## config.mk

```make
export PLATFORM = sky130hd
export DESIGN_NAME = csr_perf_counters
export DESIGN_NICKNAME = d
export VERILOG_FILES = /design/src/rtl/csr_perf_counters_pkg.sv /design/src/rtl/csr_perf_counters_perf_counter.sv /design/src/rtl/csr_perf_counters.sv
export SDC_FILE = /design/constraint.sdc
export NUM_CORES = 2
export LEC_CHECK = 0
export CAP_MARGIN = 15
export CELL_PAD_IN_SITES_DETAIL_PLACEMENT = 0
export CELL_PAD_IN_SITES_GLOBAL_PLACEMENT = 2
export CORE_UTILIZATION = 39
export CTS_BUF_LIST = sky130_fd_sc_hd__clkbuf_4 sky130_fd_sc_hd__clkbuf_8
export CTS_CLUSTER_SIZE = 20
export DETAILED_ROUTE_END_ITERATION = 6
export PLACE_DENSITY = 0.87
export SYNTH_ARGS = -nofsm -noshare
export SYNTH_HDL_FRONTEND = slang
export SYNTH_SLANG_ARGS = --single-unit
```

## constraint.sdc

```tcl
create_clock -name clk -period 4.6 [get_ports clk]
set_input_delay 0.92 -clock clk [delete_from_list [all_inputs] [get_ports clk]]
set_output_delay 0.92 -clock clk [all_outputs]
set_load 0.01 [all_outputs]
```

## src/rtl/csr_perf_counters_pkg.sv

```systemverilog
// Shared definitions for the performance-counter CSR bank: address bases,
// CSR operation encoding, privilege levels and the read-modify-write helper.
package csr_perf_counters_pkg;

    localparam logic [11:0] CSR_MCYCLE        = 12'hB00;
    localparam logic [11:0] CSR_CYCLE         = 12'hC00;
    localparam logic [11:0] CSR_MCOUNTINHIBIT = 12'h320;
    localparam logic [11:0] CSR_MHPMEVENT3    = 12'h323;
    localparam logic [11:0] CSR_MHPMEVENT31   = 12'h33F;
    localparam logic [11:0] CSR_MCOUNTEREN    = 12'h306;
    localparam logic [11:0] CSR_SCOUNTEREN    = 12'h106;

    // Counter index within a bank: 0=cycle, 1=time, 2=instret, 3+i=hpm[i].
    localparam int IDX_TIME = 1;
    localparam int IDX_HPM0 = 3;

    localparam logic [1:0] PRIV_U = 2'd0;
    localparam logic [1:0] PRIV_S = 2'd1;
    localparam logic [1:0] PRIV_M = 2'd3;

    localparam int OF_BIT = 31;

    typedef enum logic [1:0] {
        OP_READ  = 2'd0,
        OP_WRITE = 2'd1,
        OP_SET   = 2'd2,
        OP_CLEAR = 2'd3
    } csr_op_t;

    function automatic logic [31:0] csr_apply(input csr_op_t op, input logic [31:0] old_val,
                                              input logic [31:0] wdata);
        case (op)
            OP_WRITE: csr_apply = wdata;
            OP_SET:   csr_apply = old_val | wdata;
            OP_CLEAR: csr_apply = old_val & ~wdata;
            default:  csr_apply = old_val;
        endcase
    endfunction

endpackage

```

## src/rtl/csr_perf_counters_perf_counter.sv

```systemverilog
// One CNT_W-bit event counter with a 32-bit lo/hi write port. A write to
// either half wins over that cycle's increment; carry reports the wrap.
module perf_counter #(
    parameter int CNT_W = 64,
    parameter int INC_W = 3
) (
    input  logic             clk,
    input  logic             rst_n,
    input  logic             en,
    input  logic [INC_W-1:0] inc,
    input  logic             wr_lo,
    input  logic             wr_hi,
    input  logic [31:0]      wdata,
    output logic [CNT_W-1:0] cnt,
    output logic             carry
);

    logic [CNT_W-1:0] cnt_q, cnt_d;
    logic [CNT_W:0]   sum;

    always_comb begin
        sum   = {1'b0, cnt_q} + (CNT_W+1)'(inc);
        cnt_d = cnt_q;
        carry = 1'b0;
        if (wr_lo) begin
            cnt_d[31:0] = wdata;
        end else if (wr_hi) begin
            cnt_d[CNT_W-1:32] = wdata[CNT_W-33:0];
        end else if (en) begin
            cnt_d = sum[CNT_W-1:0];
            carry = sum[CNT_W];
        end
    end

    always_ff @(posedge clk or negedge rst_n) begin
        if (!rst_n) begin
            cnt_q <= '0;
        end else begin
            cnt_q <= cnt_d;
        end
    end

    assign cnt = cnt_q;

endmodule

```

## src/rtl/csr_perf_counters.sv

```systemverilog
// Performance monitor CSR bank: mcycle, minstret, NUM_HPM programmable
// counters, inhibit/enable registers, user shadows and overflow interrupt.
module csr_perf_counters
    import csr_perf_counters_pkg::*;
#(
    parameter int NUM_HPM    = 4,
    parameter int CNT_W      = 64,
    parameter int NUM_EVENTS = 8,
    parameter int EVT_W      = 3
) (
    input  logic                        clk,
    input  logic                        rst,
    input  logic                        IN_valid,
    input  logic [11:0]                 IN_addr,
    input  logic [1:0]                  IN_op,
    input  logic [31:0]                 IN_wdata,
    input  logic [1:0]                  IN_priv,
    input  logic [EVT_W-1:0]            IN_retireCnt,
    input  logic [NUM_EVENTS*EVT_W-1:0] IN_events,
    output logic                        OUT_hit,
    output logic                        OUT_valid,
    output logic [31:0]                 OUT_rdata,
    output logic                        OUT_illegal,
    output logic                        OUT_ovfIrq
);

    // Handshake: IN_valid is a single-cycle request with no backpressure; every
    // hit request yields exactly one OUT_valid pulse on the following edge.
    localparam int NUM_CNT = NUM_HPM + 2;
    localparam int NH      = (NUM_HPM > 0) ? NUM_HPM : 1;
    localparam logic [31:0] CEN_MASK = 32'((64'd1 << (NUM_HPM + 3)) - 64'd1);
    localparam logic [31:0] INH_MASK = CEN_MASK & ~32'h2;

    logic [31:0] inhibit_q, inhibit_d;
    logic [31:0] mcounteren_q, mcounteren_d;
    logic [31:0] scounteren_q, scounteren_d;
    logic [7:0]  sel_q [NH];
    logic [7:0]  sel_d [NH];
    logic [NH-1:0] of_q, of_d;
    logic        valid_q, valid_d;
    logic        illegal_q, illegal_d;
    logic [31:0] rdata_q, rdata_d;

    logic [CNT_W-1:0]   cnt_val [NUM_CNT];
    logic [EVT_W-1:0]   cnt_inc [NUM_CNT];
    logic [NUM_CNT-1:0] cnt_en, cnt_carry, wr_lo, wr_hi;

    logic [4:0]  idx, cnt_k, hpm_k;
    logic        is_hi, cnt_space, is_m_cnt, is_shadow, is_inhibit, is_event, is_mcen, is_scen;
    logic        hit, hpm_impl, cnt_impl, illegal, req, do_write, ovf_irq;
    logic [31:0] old_val, new_val;
    logic        unused_bits;

    assign idx        = IN_addr[4:0];
    assign is_hi      = IN_addr[7];
    assign cnt_space  = (IN_addr[6:5] == 2'b00);
    assign is_m_cnt   = (IN_addr[11:8] == CSR_MCYCLE[11:8]) && cnt_space && (idx != 5'(IDX_TIME));
    assign is_shadow  = (IN_addr[11:8] == CSR_CYCLE[11:8]) && cnt_space;
    assign is_inhibit = (IN_addr == CSR_MCOUNTINHIBIT);
    assign is_event   = (IN_addr >= CSR_MHPMEVENT3) && (IN_addr <= CSR_MHPMEVENT31);
    assign is_mcen    = (IN_addr == CSR_MCOUNTEREN);
    assign is_scen    = (IN_addr == CSR_SCOUNTEREN);
    assign hit        = is_m_cnt | is_shadow | is_inhibit | is_event | is_mcen | is_scen;

    assign hpm_k    = idx - 5'(IDX_HPM0);
    assign hpm_impl = (idx >= 5'(IDX_HPM0)) && (int'(hpm_k) < NUM_HPM);
    assign cnt_impl = (idx == 5'd0) || (idx == 5'd2) || hpm_impl;
    // Bank index 0 -> mcycle, 2 -> minstret, 3+i -> hpm[i] at slot 2+i.
    assign cnt_k    = (idx == 5'd0) ? 5'd0 : idx - 5'd1;

    assign unused_bits = ^{cnt_carry[1:0], IN_events[EVT_W-1:0]};

    always_comb begin
        cnt_en     = '0;
        cnt_inc    = '{default: '0};
        cnt_en[0]  = ~inhibit_q[0];
        cnt_inc[0] = EVT_W'(1);
        cnt_en[1]  = ~inhibit_q[2];
        cnt_inc[1] = IN_retireCnt;
        for (int i = 0; i < NUM_HPM; i++) begin
            cnt_en[2+i] = ~inhibit_q[3+i];
            for (int e = 1; e < NUM_EVENTS; e++) begin
                if (sel_q[i] == 8'(e)) cnt_inc[2+i] = IN_events[e*EVT_W +: EVT_W];
            end
        end
    end

    for (genvar k = 0; k < NUM_CNT; k++) begin : g_cnt
        perf_counter #(.CNT_W(CNT_W), .INC_W(EVT_W)) u_cnt (
            .clk   (clk),
            .rst_n (rst),
            .en    (cnt_en[k]),
            .inc   (cnt_inc[k]),
            .wr_lo (wr_lo[k]),
            .wr_hi (wr_hi[k]),
            .wdata (new_val),
            .cnt   (cnt_val[k]),
            .carry (cnt_carry[k])
        );
    end

    always_comb begin
        old_val = '0;
        if ((is_m_cnt || is_shadow) && cnt_impl) begin
            for (int k = 0; k < NUM_CNT; k++) begin
                if (cnt_k == 5'(k)) old_val = is_hi ? 32'(cnt_val[k] >> 32) : cnt_val[k][31:0];
            end
        end
        if (is_event && hpm_impl) begin
            for (int i = 0; i < NUM_HPM; i++) begin
                if (hpm_k == 5'(i)) old_val = {of_q[i], 23'b0, sel_q[i]};
            end
        end
        if (is_inhibit) old_val = inhibit_q;
        if (is_mcen)    old_val = mcounteren_q;
        if (is_scen)    old_val = scounteren_q;
    end

    always_comb begin
        illegal = 1'b0;
        if (is_m_cnt || is_inhibit || is_event || is_mcen) begin
            illegal = (IN_priv != PRIV_M);
        end else if (is_scen) begin
            illegal = (IN_priv < PRIV_S);
        end else if (is_shadow) begin
            illegal = (idx == 5'(IDX_TIME)) || (IN_op != OP_READ)
                   || (IN_priv != PRIV_M && !mcounteren_q[idx])
                   || (IN_priv == PRIV_U && !scounteren_q[idx]);
        end
    end

    always_comb begin
        req          = IN_valid && hit;
        do_write     = req && !illegal && (IN_op != OP_READ);
        new_val      = csr_apply(csr_op_t'(IN_op), old_val, IN_wdata);
        wr_lo        = '0;
        wr_hi        = '0;
        inhibit_d    = inhibit_q;
        mcounteren_d = mcounteren_q;
        scounteren_d = scounteren_q;
        sel_d        = sel_q;
        of_d         = of_q;
        if (do_write && is_m_cnt && cnt_impl) begin
            for (int k = 0; k < NUM_CNT; k++) begin
                if (cnt_k == 5'(k)) begin
                    wr_hi[k] = is_hi;
                    wr_lo[k] = ~is_hi;
                end
            end
        end
        if (do_write && is_inhibit) inhibit_d    = new_val & INH_MASK;
        if (do_write && is_mcen)    mcounteren_d = new_val & CEN_MASK;
        if (do_write && is_scen)    scounteren_d = new_val & CEN_MASK;
        if (do_write && is_event && hpm_impl) begin
            for (int i = 0; i < NUM_HPM; i++) begin
                if (hpm_k == 5'(i)) begin
                    sel_d[i] = new_val[7:0];
                    of_d[i]  = new_val[OF_BIT];
                end
            end
        end
        // A hardware wrap overrides a software clear landing on the same edge.
        for (int i = 0; i < NUM_HPM; i++) begin
            if (cnt_carry[2+i]) of_d[i] = 1'b1;
        end
        valid_d   = req;
        illegal_d = req && illegal;
        rdata_d   = (req && !illegal) ? old_val : '0;
    end

    always_comb begin
        ovf_irq = 1'b0;
        for (int i = 0; i < NUM_HPM; i++) begin
            ovf_irq = ovf_irq | (of_q[i] & ~inhibit_q[3+i]);
        end
    end

    always_ff @(posedge clk or negedge rst) begin
        if (!rst) begin
            inhibit_q    <= '0;
            mcounteren_q <= '0;
            scounteren_q <= '0;
            of_q         <= '0;
            valid_q      <= 1'b0;
            illegal_q    <= 1'b0;
            rdata_q      <= '0;
            for (int i = 0; i < NH; i++) sel_q[i] <= '0;
        end else begin
            inhibit_q    <= inhibit_d;
            mcounteren_q <= mcounteren_d;
            scounteren_q <= scounteren_d;
            of_q         <= of_d;
            valid_q      <= valid_d;
            illegal_q    <= illegal_d;
            rdata_q      <= rdata_d;
            for (int i = 0; i < NH; i++) sel_q[i] <= sel_d[i];
        end
    end

    assign OUT_hit     = hit;
    assign OUT_valid   = valid_q;
    assign OUT_rdata   = rdata_q;
    assign OUT_illegal = illegal_q;
    assign OUT_ovfIrq  = ovf_irq;

endmodule

```

### Yosys cells after proc, flatten, opt, wreduce, memory -nomap -nowiden

Index checks and enable logic that the tools add are counted.

| storage, ports and cells | value |
|---|---|
| register bits | 474 |
| bits of input ports | 78 |
| output and inout bits | 36 |

| operators by class | value |
|---|---|
| eq/ne operators | 66 |
| reductions and logical operators | 66 |
| magnitude comparators | 6 |
| mux-type cells | 118 |
| bitwise logic cells | 26 |
| add/subtract/negate cells | 8 |

Operator list:

| operator | count |
|---|---|
| $mux 32 | 40 |
| $mux 64 | 6 |
| $add 64x3->65 | 4 |
| $eq 8x3->1 const B | 16 |
| $pmux 32 s3 | 1 |
| $mux 3 | 28 |
| $add 64x1->64 const B | 1 |
| $add 64x3->64 | 1 |
| $eq 8x2->1 const B | 8 |
| $reduce_and 2->1 | 20 |
| $mux 1 | 37 |
| $and 32x32->32 | 1 |
| $eq 8x1->1 const B | 4 |
| $not 32->32 | 1 |
| $or 32x32->32 | 1 |
| $eq 5x2->1 const B | 5 |
| $eq 12x10->1 const B | 2 |
| $ne 2x1->1 const B | 12 |
| $logic_and 1x1->1 | 20 |
| $reduce_bool 2->1 | 9 |
| $eq 5x1->1 const B | 3 |
| $logic_not 5->1 | 3 |
| $ne 2x2->1 const B | 7 |
| $eq 12x9->1 const B | 1 |
| 23 further kinds | 59 |

### Logic depth before layout (Yosys ltp)

| depth | value |
|---|---|
| word-level depth | 23 |
| depth in mapped cells | 18 |

### By module

Synthesis repeated with hierarchy kept, for this count alone.

| unflattened totals | value |
|---|---|
| cells, all modules | 4375 |
| area total of the unflattened synthesis | 36257.3 um2 |

By module, submodules not included:

| module | cells an instance | area each (um2) | times used | sequential area each (um2) |
|---|---|---|---|---|
| perf_counter (g_cnt[2].u_cnt ...) | 517 | 4314.1 | 3 | 1601.5 |
| csr_perf_counters | 1253 | 10385.0 | 1 | 2252.2 |
| perf_counter (g_cnt[0].u_cnt ...) | 501 | 4171.5 | 2 | 1601.5 |
| perf_counter (g_cnt[5].u_cnt) | 569 | 4586.9 | 1 | 1601.5 |

### Worst setup path after synthesis

Ideal clock, no wire load.

| timing | value |
|---|---|
| kind | in2reg |
| start point | in IN_addr[0] |
| end point | reg g_cnt[5].u_cnt.cnt_q[29] |
| library setup time | 0.121 ns |
| data arrival time | 4.098 ns |
| stages on the path | 15 |
| slack | 0.381 ns |
| required time | 4.479 ns |
| buffers on the path | 5 |
| cells stage by stage | buf_2 > buf_2 > inv_1 > ha_1 > buf_2 > nor4b_2 > and3_1 > o21ai_1 > a21oi_1 > buf_4 > nor4_4 > mux2i_2 > buf_4 > a21oi_1 > o22a_1 |

| on the way | value |
|---|---|
| cells in the longest elaborated chain, start to end | 21 |
| elaborated cells between the ends (all ways) | 86 |
| those cells by class | add/sub (2); order compare (4); eq/ne (16); mux (29); bitwise (7); reduce/logical (28) |

Ends and longest elaborated chain:

| item | RTL line | RTL |
|---|---|---|
| start: declaration | csr_perf_counters.sv:14 | `input logic [11:0] IN_addr,` |
| $sub 5x1->5 / $logic_not 5->1 (equally long branches) | csr_perf_counters.sv:69, csr_perf_counters.sv:67 |  |
| $mux 5 | csr_perf_counters.sv:69 | `assign cnt_k = (idx == 5'd0) ? 5'd0 : idx - 5'd1;` |
| $logic_not 5->1 | csr_perf_counters.sv:106 | `if (cnt_k == 5'(k)) old_val = is_hi ? 32'(cnt_val[k] >> 32) : cnt_val[k][31:0];` |
| $mux 32 (6 in series) | csr_perf_counters.sv:106 |  |
| $mux 32 | csr_perf_counters.sv:104 | `if ((is_m_cnt \|\| is_shadow) && cnt_impl) begin` |
| $mux 32 (4 in series) | csr_perf_counters.sv:111 | `if (hpm_k == 5'(i)) old_val = {of_q[i], 23'b0, sel_q[i]};` |
| $mux 32 | csr_perf_counters.sv:109 | `if (is_event && hpm_impl) begin` |
| $mux 32 | csr_perf_counters.sv:114 | `if (is_inhibit) old_val = inhibit_q;` |
| $mux 32 | csr_perf_counters.sv:115 | `if (is_mcen) old_val = mcounteren_q;` |
| $mux 32 | csr_perf_counters.sv:116 | `if (is_scen) old_val = scounteren_q;` |
| $and 32x32->32 / $or 32x32->32 (equally long branches) | csr_perf_counters_pkg.sv:35, csr_perf_counters_pkg.sv:34 |  |
| $pmux 32 s3 | csr_perf_counters_pkg.sv:32 | `case (op)` |
| $mux 32 | csr_perf_counters_perf_counter.sv:25 | `if (wr_lo) begin` |
| end signal: assignment | csr_perf_counters_perf_counter.sv:39 | `cnt_q <= cnt_d;` |
| end: declaration | csr_perf_counters_perf_counter.sv:18 | `logic [CNT_W-1:0] cnt_q, cnt_d;` |

Parallel ways exist; a longest one is shown, timed or not. The select of a mux whose other input is x is not followed.
A chain may end at the register's enable or synchronous reset.

### Worst setup path in the final report

| timing | value |
|---|---|
| start point | in IN_addr[0] |
| end point | reg g_cnt[2].u_cnt.cnt_q[6] |

| on the way | value |
|---|---|
| cells in the longest elaborated chain, start to end | 21 |
| elaborated cells between the ends (all ways) | 86 |
| those cells by class | add/sub (2); order compare (4); eq/ne (16); mux (29); bitwise (7); reduce/logical (28) |

Ends and longest elaborated chain:

| item | RTL line |
|---|---|
| $sub 5x1->5 / $logic_not 5->1 (equally long branches) | csr_perf_counters.sv:69, csr_perf_counters.sv:67 |
| $mux 5 | csr_perf_counters.sv:69 |
| $logic_not 5->1 | csr_perf_counters.sv:106 |
| $mux 32 (6 in series) | csr_perf_counters.sv:106 |
| $mux 32 | csr_perf_counters.sv:104 |
| $mux 32 (4 in series) | csr_perf_counters.sv:111 |
| $mux 32 | csr_perf_counters.sv:109 |
| $mux 32 | csr_perf_counters.sv:114 |
| $mux 32 | csr_perf_counters.sv:115 |
| $mux 32 | csr_perf_counters.sv:116 |
| $and 32x32->32 / $or 32x32->32 (equally long branches) | csr_perf_counters_pkg.sv:35, csr_perf_counters_pkg.sv:34 |
| $pmux 32 s3 | csr_perf_counters_pkg.sv:32 |
| $mux 32 | csr_perf_counters_perf_counter.sv:25 |
| end signal: assignment | csr_perf_counters_perf_counter.sv:39 |
| end: declaration | csr_perf_counters_perf_counter.sv:18 |

Parallel ways exist; a longest one is shown, timed or not. The select of a mux whose other input is x is not followed.

==> impl_metrics.env <==
export IMPL_run_status="completed"
export IMPL_post_synth_top_area_fraction_pct=34.50
export IMPL_dieHeight_um=298.9
export IMPL_critical_path_max_fanout=13
export IMPL_tritoncts="done"
export IMPL_grt_usage_pct=37.31
export IMPL_synth_flop_cell="sky130_fd_sc_hd__dfrtp_1"
export IMPL_relSlewSlack_pct=16.74
export IMPL_peakVddDrop_mv=0.2410
export IMPL_crit_required_ps=5240
export IMPL_critical_path_most_common_cell="sky130_fd_sc_hd__buf_4"
export IMPL_clk_insertion_delay_late_ps=770
export IMPL_layout_filler_cells=8473
export IMPL_clock_sinks=474
export IMPL_top_level_ports=114
export IMPL_final_layout_size_suffix_gt1_share_pct=21.43
export IMPL_synth_fp_nets=4389
export IMPL_synth_area_leader_cell="sky130_fd_sc_hd__dfrtp_1"
export IMPL_drc_violations_left=0
export IMPL_seq_area_frac_synth_pct=34.50
export IMPL_worst_slew_pin_transition_ps=1242
export IMPL_cp_cell_sequence="clkdlybuf4s50_1, inv_1, ha_1, or4b_1, buf_4, a21oi_2, a21oi_1, buf_4, a2111oi_0, buf_4, o21ai_0, and3_1, a21oi_1, a211oi_4, buf_12, o21ai_0"
export IMPL_gr_usage_met3_pct=6.783
export IMPL_wirelength_routed_um=169200
export IMPL_setup_repair_after_global_routing_missed_its_margin="no"
export IMPL_dp_cells=5923
export IMPL_total_leakage_power_uw=0.01890
export IMPL_post_synth_inst_count=4285
export IMPL_routed_via_count=38240
export IMPL_area_of_the_mapped_netlist_um2=34380
export IMPL_finalNonFillerCells=6099
export IMPL_io_buffer_count=110
export IMPL_postSynthAreaPerCell_um2=8.024
export IMPL_avgViaCountPerCell=6.270
export IMPL_drtPass1Iterations=6
export IMPL_cpPeakStageDelay_ps=570
export IMPL_cts_root_buf="sky130_fd_sc_hd__clkbuf_8"
export IMPL_critical_path_endpoint_type="flip-flop"
export IMPL_drv_max_cap_violation_count=0
export IMPL_hp_class="in2async"
export IMPL_synth_lib_cells_used_distinct=109
export IMPL_grt_overflow_total=0
export IMPL_hold_viol_final=0
export IMPL_grt_busiest_layer="met2"
export IMPL_initial_antenna_violation_count=4
export IMPL_design_final_nets=4968
export IMPL_postSynth_asyncResetShare_pct=100.0
export IMPL_finalPower_uw=10260
export IMPL_drt_antenna_violating_nets=0
export IMPL_rows=108
export IMPL_first_global_vias=35380
export IMPL_finalWorstPathRequiredPeriod_ps=4371
export IMPL_initial_utilization_pct=39.51
export IMPL_cts_buf_count=94
export IMPL_min_period_over_period_pct=95.02
export IMPL_dieWidth_um=298.9
export IMPL_dp_hpwl_um=128900
export IMPL_global_route_usage_met1_pct=53.49
export IMPL_ys_seq_elements=474
export IMPL_critPathSlowestCell="sky130_fd_sc_hd__or4b_1"
export IMPL_cts_max_path_buffers=3
export IMPL_setup_viol=0
export IMPL_cts_max_level=3
export IMPL_place_congestion=1.068
export IMPL_rr_worst_depth=15
export IMPL_multi_input_area_um2=21040
export IMPL_die_area_um2=89350
export IMPL_ys_warnings_count=0
export IMPL_drt_initial_drc_count=4703
export IMPL_timing_critical_path_arrival_ps=5010
export IMPL_groute_layer_met2_usage_pct=53.87
export IMPL_criticalPathCategory="in2reg"
export IMPL_clock_pin_slew_on_the_worst_setup_and_hold_paths_ps=60
export IMPL_cells_taking_the_most_area_after_synthesis="sky130_fd_sc_hd__dfrtp_1, sky130_fd_sc_hd__a21oi_1, sky130_fd_sc_hd__mux2i_1"
export IMPL_grt_pass1_wl_um=247100
export IMPL_area_sequential_um2=11860
export IMPL_p_per_area_nw_per_um2=232.0
export IMPL_area_growth_pct=28.66
export IMPL_max_freq_mhz=228.8
export IMPL_design_core_area_um2=87020
export IMPL_finalClockSkew_ps=52.67
export IMPL_startpoint_type="input pin"
export IMPL_avgRoutedWirePerCell_um=27.74
export IMPL_post_cts_repair_setup_buffers=0
export IMPL_cts_hold_fix_buffers=0
export IMPL_finalMaxSlewViolations=0
export IMPL_grt_start_max_net_pins=92
export IMPL_post_synth_edffs=0
==> area by class of cell <==
class / instances / share of cell area, %
clock inverter: 16 / 0.3140
antenna: 3 / 0.01697
multi-input combinational: 3422 / 47.55
clock buffer: 157 / 4.432
timing repair buffer: 803 / 17.02
sequential: 474 / 26.81
tap: 1155 / 3.267
inverter: 69 / 0.5855
==> metrics by stage <==
| stage | TNS, ps | hold WS (ps) | setup slack (ps) | util (%) | instance area, um^2 |
|---|---|---|---|---|---|
| 6_report | 0 | 219.2 | 229.2 | 50.83 | 44240 |
| 5_1_grt | 0 | 238.4 | 74.66 | 50.83 | 44230 |
| 4_1_cts | 0 | 197.8 | 11.46 | 50.82 | 44220 |
| 3_5_place_dp | -40810 | 494.8 | -384.2 | 48.41 | 42120 |
| 3_3_place_gp | -38240 | 469.2 | -379.8 | 48.37 | 42100 |
| 2_1_floorplan | 0 | 449.8 | 381.2 | - | 34380 |
==> Yosys cell counts (31+ instances only) <==
master / n
sky130_fd_sc_hd__mux2_2: 49
sky130_fd_sc_hd__or3_1: 41
sky130_fd_sc_hd__mux2i_1: 198
sky130_fd_sc_hd__xnor2_1: 38
sky130_fd_sc_hd__nand3_1: 250
sky130_fd_sc_hd__a21o_1: 34
sky130_fd_sc_hd__nor3_1: 92
sky130_fd_sc_hd__and2_1: 39
sky130_fd_sc_hd__nor4_1: 36
sky130_fd_sc_hd__nand4_1: 109
sky130_fd_sc_hd__o21ai_0: 313
sky130_fd_sc_hd__a211oi_1: 31
sky130_fd_sc_hd__inv_1: 68
sky130_fd_sc_hd__dfrtp_1: 474
sky130_fd_sc_hd__buf_2: 126
sky130_fd_sc_hd__clkbuf_1: 153
sky130_fd_sc_hd__o22ai_1: 107
sky130_fd_sc_hd__o21ai_1: 46
sky130_fd_sc_hd__nor2_1: 324
sky130_fd_sc_hd__nand2_1: 441
sky130_fd_sc_hd__xor2_1: 47
sky130_fd_sc_hd__a22oi_1: 32
sky130_fd_sc_hd__and3_1: 87
sky130_fd_sc_hd__a21oi_1: 565
==> sequential cells by signal, indices dropped and copies added (netlist names), 4 cells and up <==
name,flops
g_cnt.u_cnt.cnt,384
OUT_rdata,32
sel_q,32
mcounteren_q,7
scounteren_q,7
inhibit_q,6
of_q,4
==> power breakdown <==
part | switching [uW] | internal, uW | total [uW]
sequential | 2.70 | 4170 | 4180
combinational | 764 | 434 | 1200
clock | 2100 | 2790 | 4890
==> critical path, delay by kind of cell <==
| kind | cells | cell delay (ps) |
|---|---|---|
| fa+ha+maj | 1 | 240 |
| simple gates | 2 | 850 |
| compound gates | 7 | 1610 |
| buf+inv | 6 | 1360 |
==> what timing repair did <==
item / in CTS / in global routing
gates resized for setup: 0 / 2
endpoints found under the setup margin: 0 / 1
hold endpoints to repair: 0 / 0
==> cells in the final DEF, fill, tap and decap left out, types with 39 or more instances in the layout <==
master                            instances
sky130_fd_sc_hd__xor2_1                  47
sky130_fd_sc_hd__or3_1                   41
sky130_fd_sc_hd__nor3_1                  90
sky130_fd_sc_hd__o21ai_1                 43
sky130_fd_sc_hd__buf_4                  596
sky130_fd_sc_hd__a21oi_1                555
sky130_fd_sc_hd__nand2_1                441
sky130_fd_sc_hd__and2_1                  39
sky130_fd_sc_hd__inv_1                   68
sky130_fd_sc_hd__clkbuf_8               125
sky130_fd_sc_hd__nor2_1                 324
sky130_fd_sc_hd__o21ai_0                312
sky130_fd_sc_hd__mux2i_1                196
sky130_fd_sc_hd__dfrtp_1                474
sky130_fd_sc_hd__and3_1                  87
sky130_fd_sc_hd__buf_12                  96
sky130_fd_sc_hd__o22ai_1                107
sky130_fd_sc_hd__nand4_1                109
sky130_fd_sc_hd__mux2_2                  49
sky130_fd_sc_hd__nand3_1                247
sky130_fd_sc_hd__clkdlybuf4s50_1        105
==> final timing paths <==
path / start / to / slack (ps)
worst max-delay path: IN_addr[0] / g_cnt[2].u_cnt.cnt[6] / 230
worst min-delay path: rst / g_cnt[2].u_cnt.cnt[12] / 220
worst max register to register: sel_q[23] / of_q[1] / 260
worst min register to register: sel_q[28] / sel_q[28] / 510
max in group asynchronous: rst / g_cnt[1].u_cnt.cnt[26] / 3330
min in group clk: sel_q[28] / sel_q[28] / 510
==> routing by layer <==
metal | vias to the layer above | part of all wire, %
li1 | 17170 | -
met3 | 342 | 9.5
met1 | 18740 | 43
met5 | - | 0
met2 | 1994 | 42
met4 | 0 | 5.5
==> logic make-up (layout without fill, tap and decap cells) <==
group | Yosys count | after routing | share of synthesized area, %
other | 0 | 3 | 0
AO/OA/AOI/OAI | 1439 | 1439 | 25.25
XOR/XNOR | 85 | 85 | 2.165
adder cells (fa/ha/maj) | 26 | 26 | 1.055
buffers and inverters | 389 | 1045 | 4.967
flip-flops | 474 | 474 | 34.50
AND/OR/NAND/NOR | 1611 | 1611 | 23.83
multiplexers | 261 | 261 | 8.235
(Power assumes the default switching activity.)
